[config.mk]
export PLATFORM = sky130hd
export DESIGN_NAME = count_sequencer
export DESIGN_NICKNAME = d
export VERILOG_FILES = /design/src/rtl/count_seq_pkg.sv /design/src/rtl/count_sequencer_tick_divider.sv /design/src/rtl/count_sequencer.sv
export SDC_FILE = /design/constraint.sdc
export NUM_CORES = 1
export LEC_CHECK = 0
export CAP_MARGIN = 20
export CORE_UTILIZATION = 50
export DETAILED_ROUTE_END_ITERATION = 6
export PLACE_DENSITY = 0.81
export SYNTH_ARGS = -nofsm -noshare
export SYNTH_HDL_FRONTEND = slang
export SYNTH_SLANG_ARGS = --single-unit
export TNS_END_PERCENT = 1
[constraint.sdc]
create_clock -name clk -period 2.2 [get_ports clk]
set_clock_uncertainty 0.05 [all_clocks]
set_input_delay 0.66 -clock clk [delete_from_list [all_inputs] [get_ports clk]]
set_output_delay 0.66 -clock clk [all_outputs]
set_load 0.1 [all_outputs]
[src/rtl/count_seq_pkg.sv]
// Shared types and constants for the display-counter sequencer.
package count_seq_pkg;

    localparam int CW = 4;

    localparam logic [1:0] OP_START = 2'b00;
    localparam logic [1:0] OP_STOP  = 2'b01;
    localparam logic [1:0] OP_LOAD  = 2'b10;
    localparam logic [1:0] OP_CLEAR = 2'b11;

    typedef enum logic [2:0] {
        ST_IDLE,
        ST_PRIME,
        ST_RUN,
        ST_HOLD,
        ST_LOADP,
        ST_DONE
    } state_t;

endpackage

[src/rtl/count_sequencer_tick_divider.sv]
// Count-tick generator: one-cycle tick every DIV_COUNT cycles while run is high.
module tick_divider #(
    parameter int DIV_COUNT = 27_000_000
) (
    input  logic clk,
    input  logic reset,
    input  logic run,
    input  logic zero,
    output logic tick
);

    localparam int DW = (DIV_COUNT > 1) ? $clog2(DIV_COUNT) : 1;
    localparam logic [DW-1:0] LAST = DW'(DIV_COUNT - 1);

    logic [DW-1:0] cnt_reg;

    assign tick = run && (cnt_reg == LAST);

    // Outside run the count is frozen so a paused run resumes mid-period.
    always_ff @(posedge clk) begin
        if (reset || zero) begin
            cnt_reg <= '0;
        end else if (run) begin
            cnt_reg <= tick ? '0 : cnt_reg + DW'(1);
        end
    end

endmodule

[src/rtl/count_sequencer.sv]
// Command-driven controller that strobes a 74LS161-style counter from a single
// board clock: run/stop/load/clear, programmable modulus, one-shot or continuous.
module count_sequencer #(
    parameter int DIV_COUNT = 27_000_000,
    parameter int CW        = count_seq_pkg::CW
) (
    input  logic          clk,
    input  logic          reset,
    input  logic          cmd_valid,
    output logic          cmd_ready,
    input  logic [1:0]    cmd_op,
    input  logic [CW-1:0] cmd_data,
    input  logic [CW-1:0] modulus,
    input  logic          oneshot,
    input  logic [CW-1:0] ctr_q,
    output logic          ctr_clr_n,
    output logic          ctr_load_n,
    output logic          ctr_en,
    output logic [CW-1:0] ctr_d,
    output logic          running,
    output logic          wrap,
    output logic          done,
    output logic          err
);

    import count_seq_pkg::*;

    state_t        state_reg, state_next, ret_reg, ret_next;
    logic [CW-1:0] m1_reg, m1_next;
    logic          oneshot_reg, oneshot_next;
    logic          clr_n_reg, clr_n_next, load_n_reg, load_n_next, en_reg, en_next;
    logic [CW-1:0] d_reg, d_next;
    logic          rdy_reg, rdy_next;
    logic          wrap_reg, wrap_next, done_reg, done_next, err_reg, err_next;
    logic          tick, accept;
    logic [CW-1:0] live_m1;

    // Terminal count is held as M-1, so modulus 0 wraps naturally to 2^CW-1.
    assign live_m1 = modulus - CW'(1);
    assign accept  = cmd_valid && rdy_reg;

    tick_divider #(.DIV_COUNT(DIV_COUNT)) u_div (
        .clk   (clk),
        .reset (reset),
        .run   (state_reg == ST_RUN),
        .zero  (state_reg == ST_PRIME),
        .tick  (tick)
    );

    always_comb begin
        state_next   = state_reg;
        ret_next     = ret_reg;
        m1_next      = m1_reg;
        oneshot_next = oneshot_reg;
        clr_n_next   = 1'b1;
        load_n_next  = 1'b1;
        en_next      = 1'b0;
        d_next       = '0;
        wrap_next    = 1'b0;
        done_next    = 1'b0;
        err_next     = 1'b0;
        case (state_reg)
            ST_IDLE: if (accept) begin
                case (cmd_op)
                    OP_START: begin
                        state_next   = ST_PRIME;
                        m1_next      = live_m1;
                        oneshot_next = oneshot;
                        clr_n_next   = 1'b0;
                    end
                    OP_LOAD: if (cmd_data > live_m1) begin
                        err_next = 1'b1;
                    end else begin
                        state_next  = ST_LOADP;
                        ret_next    = ST_IDLE;
                        load_n_next = 1'b0;
                        d_next      = cmd_data;
                    end
                    OP_CLEAR: clr_n_next = 1'b0;
                    default:  err_next   = 1'b1;
                endcase
            end
            ST_PRIME: state_next = ST_RUN;
            ST_RUN: begin
                if (tick) begin
                    if (ctr_q == m1_reg) begin
                        clr_n_next = 1'b0;
                        wrap_next  = 1'b1;
                        if (oneshot_reg) begin
                            state_next = ST_DONE;
                            done_next  = 1'b1;
                        end
                    end else begin
                        en_next = 1'b1;
                    end
                end
                if (accept) begin
                    case (cmd_op)
                        // A one-shot completing on this tick takes precedence over the pause.
                        OP_STOP: if (state_next != ST_DONE) state_next = ST_HOLD;
                        OP_CLEAR: begin
                            state_next = ST_IDLE;
                            clr_n_next = 1'b0;
                            en_next    = 1'b0;
                            wrap_next  = 1'b0;
                            done_next  = 1'b0;
                        end
                        default: err_next = 1'b1;
                    endcase
                end
            end
            ST_HOLD: if (accept) begin
                case (cmd_op)
                    OP_START: state_next = ST_RUN;
                    OP_LOAD: if (cmd_data > m1_reg) begin
                        err_next = 1'b1;
                    end else begin
                        state_next  = ST_LOADP;
                        ret_next    = ST_HOLD;
                        load_n_next = 1'b0;
                        d_next      = cmd_data;
                    end
                    OP_CLEAR: begin
                        state_next = ST_IDLE;
                        clr_n_next = 1'b0;
                    end
                    default: err_next = 1'b1;
                endcase
            end
            ST_LOADP: state_next = ret_reg;
            ST_DONE:  state_next = ST_IDLE;
            default:  state_next = ST_IDLE;
        endcase
        rdy_next = (state_next == ST_IDLE) || (state_next == ST_RUN) || (state_next == ST_HOLD);
    end

    always_ff @(posedge clk) begin
        if (reset) begin
            state_reg   <= ST_IDLE;
            ret_reg     <= ST_IDLE;
            m1_reg      <= '0;
            oneshot_reg <= 1'b0;
            clr_n_reg   <= 1'b0;
            load_n_reg  <= 1'b1;
            en_reg      <= 1'b0;
            d_reg       <= '0;
            rdy_reg     <= 1'b0;
            wrap_reg    <= 1'b0;
            done_reg    <= 1'b0;
            err_reg     <= 1'b0;
        end else begin
            state_reg   <= state_next;
            ret_reg     <= ret_next;
            m1_reg      <= m1_next;
            oneshot_reg <= oneshot_next;
            clr_n_reg   <= clr_n_next;
            load_n_reg  <= load_n_next;
            en_reg      <= en_next;
            d_reg       <= d_next;
            rdy_reg     <= rdy_next;
            wrap_reg    <= wrap_next;
            done_reg    <= done_next;
            err_reg     <= err_next;
        end
    end

    assign cmd_ready  = rdy_reg;
    assign ctr_clr_n  = clr_n_reg;
    assign ctr_load_n = load_n_reg;
    assign ctr_en     = en_reg;
    assign ctr_d      = d_reg;
    assign running    = (state_reg == ST_RUN);
    assign wrap       = wrap_reg;
    assign done       = done_reg;
    assign err        = err_reg;

endmodule
==> flow_metrics.env <==
export IMPL_largest_reg_flops=25
export IMPL_setup_ws_ns=-0.0240
export IMPL_relSlewSlack_pct=63.8
export IMPL_antenna_cells=0
export IMPL_synth_seq_cells=45
export IMPL_gp_congestion=0.884
export IMPL_critical_path_required_ns=2.36
export IMPL_vias=2258
export IMPL_finalWirelength_um=6350
export IMPL_layout_drive_gt1_share_pct=30.0
export IMPL_crit_start="cmd_data[1]"
export IMPL_drc=0
export IMPL_yosys_most_used_dff="dfxtp_1"
export IMPL_overflow=0
export IMPL_rsz0062_at_grt="yes"
export IMPL_drtPass1Iterations=4
export IMPL_yosys_warnings=0
export IMPL_clk_latency_ns=0.31
export IMPL_setup_violations=2
export IMPL_hold_path_class="reg -> reg"
export IMPL_drv_slew=0
export IMPL_critPathMaxStageDelay_ns=0.32
export IMPL_worstMarginPinSlew_ns=0.541
export IMPL_fin_crit_sh_pct=101
export IMPL_r2r_start="m1_reg[1]"
export IMPL_fill_cells=305
export IMPL_timing_rr_end="cmd_ready"
export IMPL_post_place_ws_ns=-0.710
export IMPL_syn_nets=308
export IMPL_synth_distinct_cells=51
export IMPL_grt_max_degree=24
export IMPL_ctsHtreeMaxLevel=2
export IMPL_final_setup_tns_ns=-0.0333
export IMPL_violations="negative setup slack"
export IMPL_maxCapViolCount=0
export IMPL_antenna_found_initial=0
export IMPL_area_growth_pct=40.6
export IMPL_yosysSeqAreaShare_pct=37.0
export IMPL_syn_area_per_cell_um2=8.86
export IMPL_synth_async_reset_ratio_pct=0
export IMPL_grt_pass1_vias=2218
export IMPL_hold_depth=2
export IMPL_register_area_um2=903
export IMPL_die_area_um2=5160
export IMPL_track_usage_pct=23.3
export IMPL_dpl_hpwl_um=3960
export IMPL_holdCritStartpoint="u_div.cnt_reg[1]"
export IMPL_crit_top_cell="o211ai_1"
export IMPL_netlist_instances=275
export IMPL_worst_setup_path_end_kind="flop"
export IMPL_path_class="in -> reg"
export IMPL_clk_pin_slew_ns=0.08
export IMPL_fin_nets=375
export IMPL_rows=25
export IMPL_status="complete, but fails checks"
export IMPL_min_period_ns=2.22
export IMPL_cts_buffer_depth=2
export IMPL_holdPathEnd="u_div.cnt_reg[1]"
export IMPL_cts_sinks=45
export IMPL_hold_worst_slack_ns=0.431
export IMPL_ff2ff_setup_slack_ns=0.11
export IMPL_cts_root_buf="clkbuf_8"
export IMPL_cts_buffers=5
export IMPL_core_um2=4690
export IMPL_synth_edf_count=0
export IMPL_viasPerCell=5.69
export IMPL_crit_path_start_kind="input port"
export IMPL_reg2reg_depth=7
export IMPL_ant_nets=0
export IMPL_ctsHoldBuffers=0
export IMPL_irDropWorstVdd_uv=445
export IMPL_die_height_um=71.8
export IMPL_crit_chain="dlygate4sd2_1 -> ha_4 -> nor2b_2 -> o211ai_1 -> a21o_1 -> o211ai_1 -> a2111oi_4"
export IMPL_max_freq_mhz=450
export IMPL_cts_tree="built"
export IMPL_grt_first_pass_wirelength_um=9470
export IMPL_critical_path_max_fanout=3
export IMPL_synth_cell_area_um2=2440
export IMPL_final_util_pct=73.0
export IMPL_leakage_nw=1.39
export IMPL_path_delay_family="compound AO/OA/AOI/OAI gates"
export IMPL_power_density_nw_per_um2=594
export IMPL_worstPathArrival_ns=2.38
export IMPL_hold_violations=0
export IMPL_start_util_pct=51.9
export IMPL_drt_iter0_drc=106
export IMPL_post_drt_wl_per_cell_um=16.0
export IMPL_io_pins=30
export IMPL_crit_buf_inv=1
export IMPL_die_w_um=71.8
export IMPL_io_buffers=29
export IMPL_slowest_stage="a2111oi_4"
export IMPL_multiInputGateArea_um2=1690
[Yosys cell counts, drive strengths merged, types with 2 or more instances]
library cell / instances / share of area (%)
clkbuf: 2 / 0.31
and4: 2 / 0.72
xor2: 20 / 7.2
a21oi: 10 / 2.1
inv: 14 / 2.2
a31oi: 2 / 0.51
nor4b: 2 / 1.2
nand4: 13 / 3.3
buf: 5 / 1.2
dfxtp: 45 / 37
nand2: 16 / 2.5
nor2: 41 / 6.9
o211ai: 3 / 0.92
and3: 7 / 2.0
and2: 3 / 0.77
o21ai: 4 / 0.82
nor4: 4 / 1.5
nor2b: 5 / 1.3
nor3b: 5 / 1.7
and3b: 2 / 0.72
nand3: 11 / 2.3
nor3: 6 / 1.7
nand4bb: 3 / 1.4
a211oi: 7 / 2.2
xnor2: 9 / 3.2
a21o: 2 / 0.62
or3b: 2 / 0.72
ha: 15 / 7.7
[layout make-up]
class / count / share of cell area [%]
multi-input cells: 209 / 49.4
inverters: 14 / 1.61
clock buffers: 5 / 2.01
flip-flops and latches: 45 / 26.4
well taps: 54 / 1.97
repair buffers: 67 / 16.8
clock inverters: 3 / 1.90
[worst register-to-register path: cells and delay by family, from the launching register on]
kind                       cells  cell delay [ns]
AOI/OAI and AO/OA              4             1.05
DFF                            1             0.39
adders and majority gates      1             0.24
buffers and inverters          1             0.10
and+or+nand+nor                1             0.16
[layout by cell type, fill, tap and decap left out, drive strengths merged, types with 4 or more instances in the layout]
cell type | netlist | layout
clkbuf | 2 | 6
clkdlybuf4s50 | 0 | 5
nor4 | 4 | 4
nand2 | 16 | 16
xnor2 | 9 | 9
a21oi | 10 | 10
o21ai | 4 | 4
dfxtp | 45 | 45
nor2b | 5 | 5
nor2 | 41 | 41
a211oi | 7 | 7
dlygate4sd2 | 0 | 4
xor2 | 20 | 20
nand4 | 13 | 13
buf | 5 | 51
nor3 | 6 | 6
and3 | 7 | 7
nand3 | 11 | 11
dlymetal6s2s | 0 | 4
inv | 14 | 14
ha | 15 | 15
nor3b | 5 | 5
[where the power goes]
| group | total (mW) | leakage (nW) | switching (mW) | internal [mW] |
|---|---|---|---|---|
| Clock | 0.731 | 0.0681 | 0.280 | 0.451 |
| Combinational | 0.459 | 0.957 | 0.255 | 0.204 |
| Sequential | 0.844 | 0.364 | 0.0154 | 0.829 |
[timing repair]
action	CTS	global route
pin swaps	15	11
endpoints found under the setup margin	11	12
gates resized for setup	26	33
cloned	0	0
buffers inserted	2	2
[cell families after synthesis]
| family | after synthesis | share of synthesized area [%] |
|---|---|---|
| compound gates | 37 | 10.7 |
| fa+ha+maj | 15 | 7.70 |
| simple gates | 128 | 30.5 |
| flops | 45 | 37.0 |
| buf+inv | 21 | 3.70 |
| xor+xnor | 29 | 10.4 |
[per-layer routing]
metal	track usage [%]	vias up	routed length (um)
met2	40.5	74	3360
met1	27.4	1061	2560
li1	-	1104	-
met5	0	-	0
met4	10.7	0	156
met3	5.06	19	280
[stage by stage]
step	instances	area, um2	power [mW]
2_1_floorplan	275	2450	1.07
3_3_place_gp	385	3030	1.21
3_5_place_dp	385	3030	1.22
4_1_cts	395	3240	1.97
5_1_grt	397	3430	2.11
6_report	397	3430	2.03
[worst max path at each step]
stage	cells past startpoint	to
2_1_floorplan	8	ctr_load_n
6_report	7	cmd_ready
3_5_place_dp	10	cmd_ready
3_3_place_gp	9	ctr_load_n
5_1_grt	7	cmd_ready
4_1_cts	10	ctr_load_n
(Power assumes the default switching activity.)
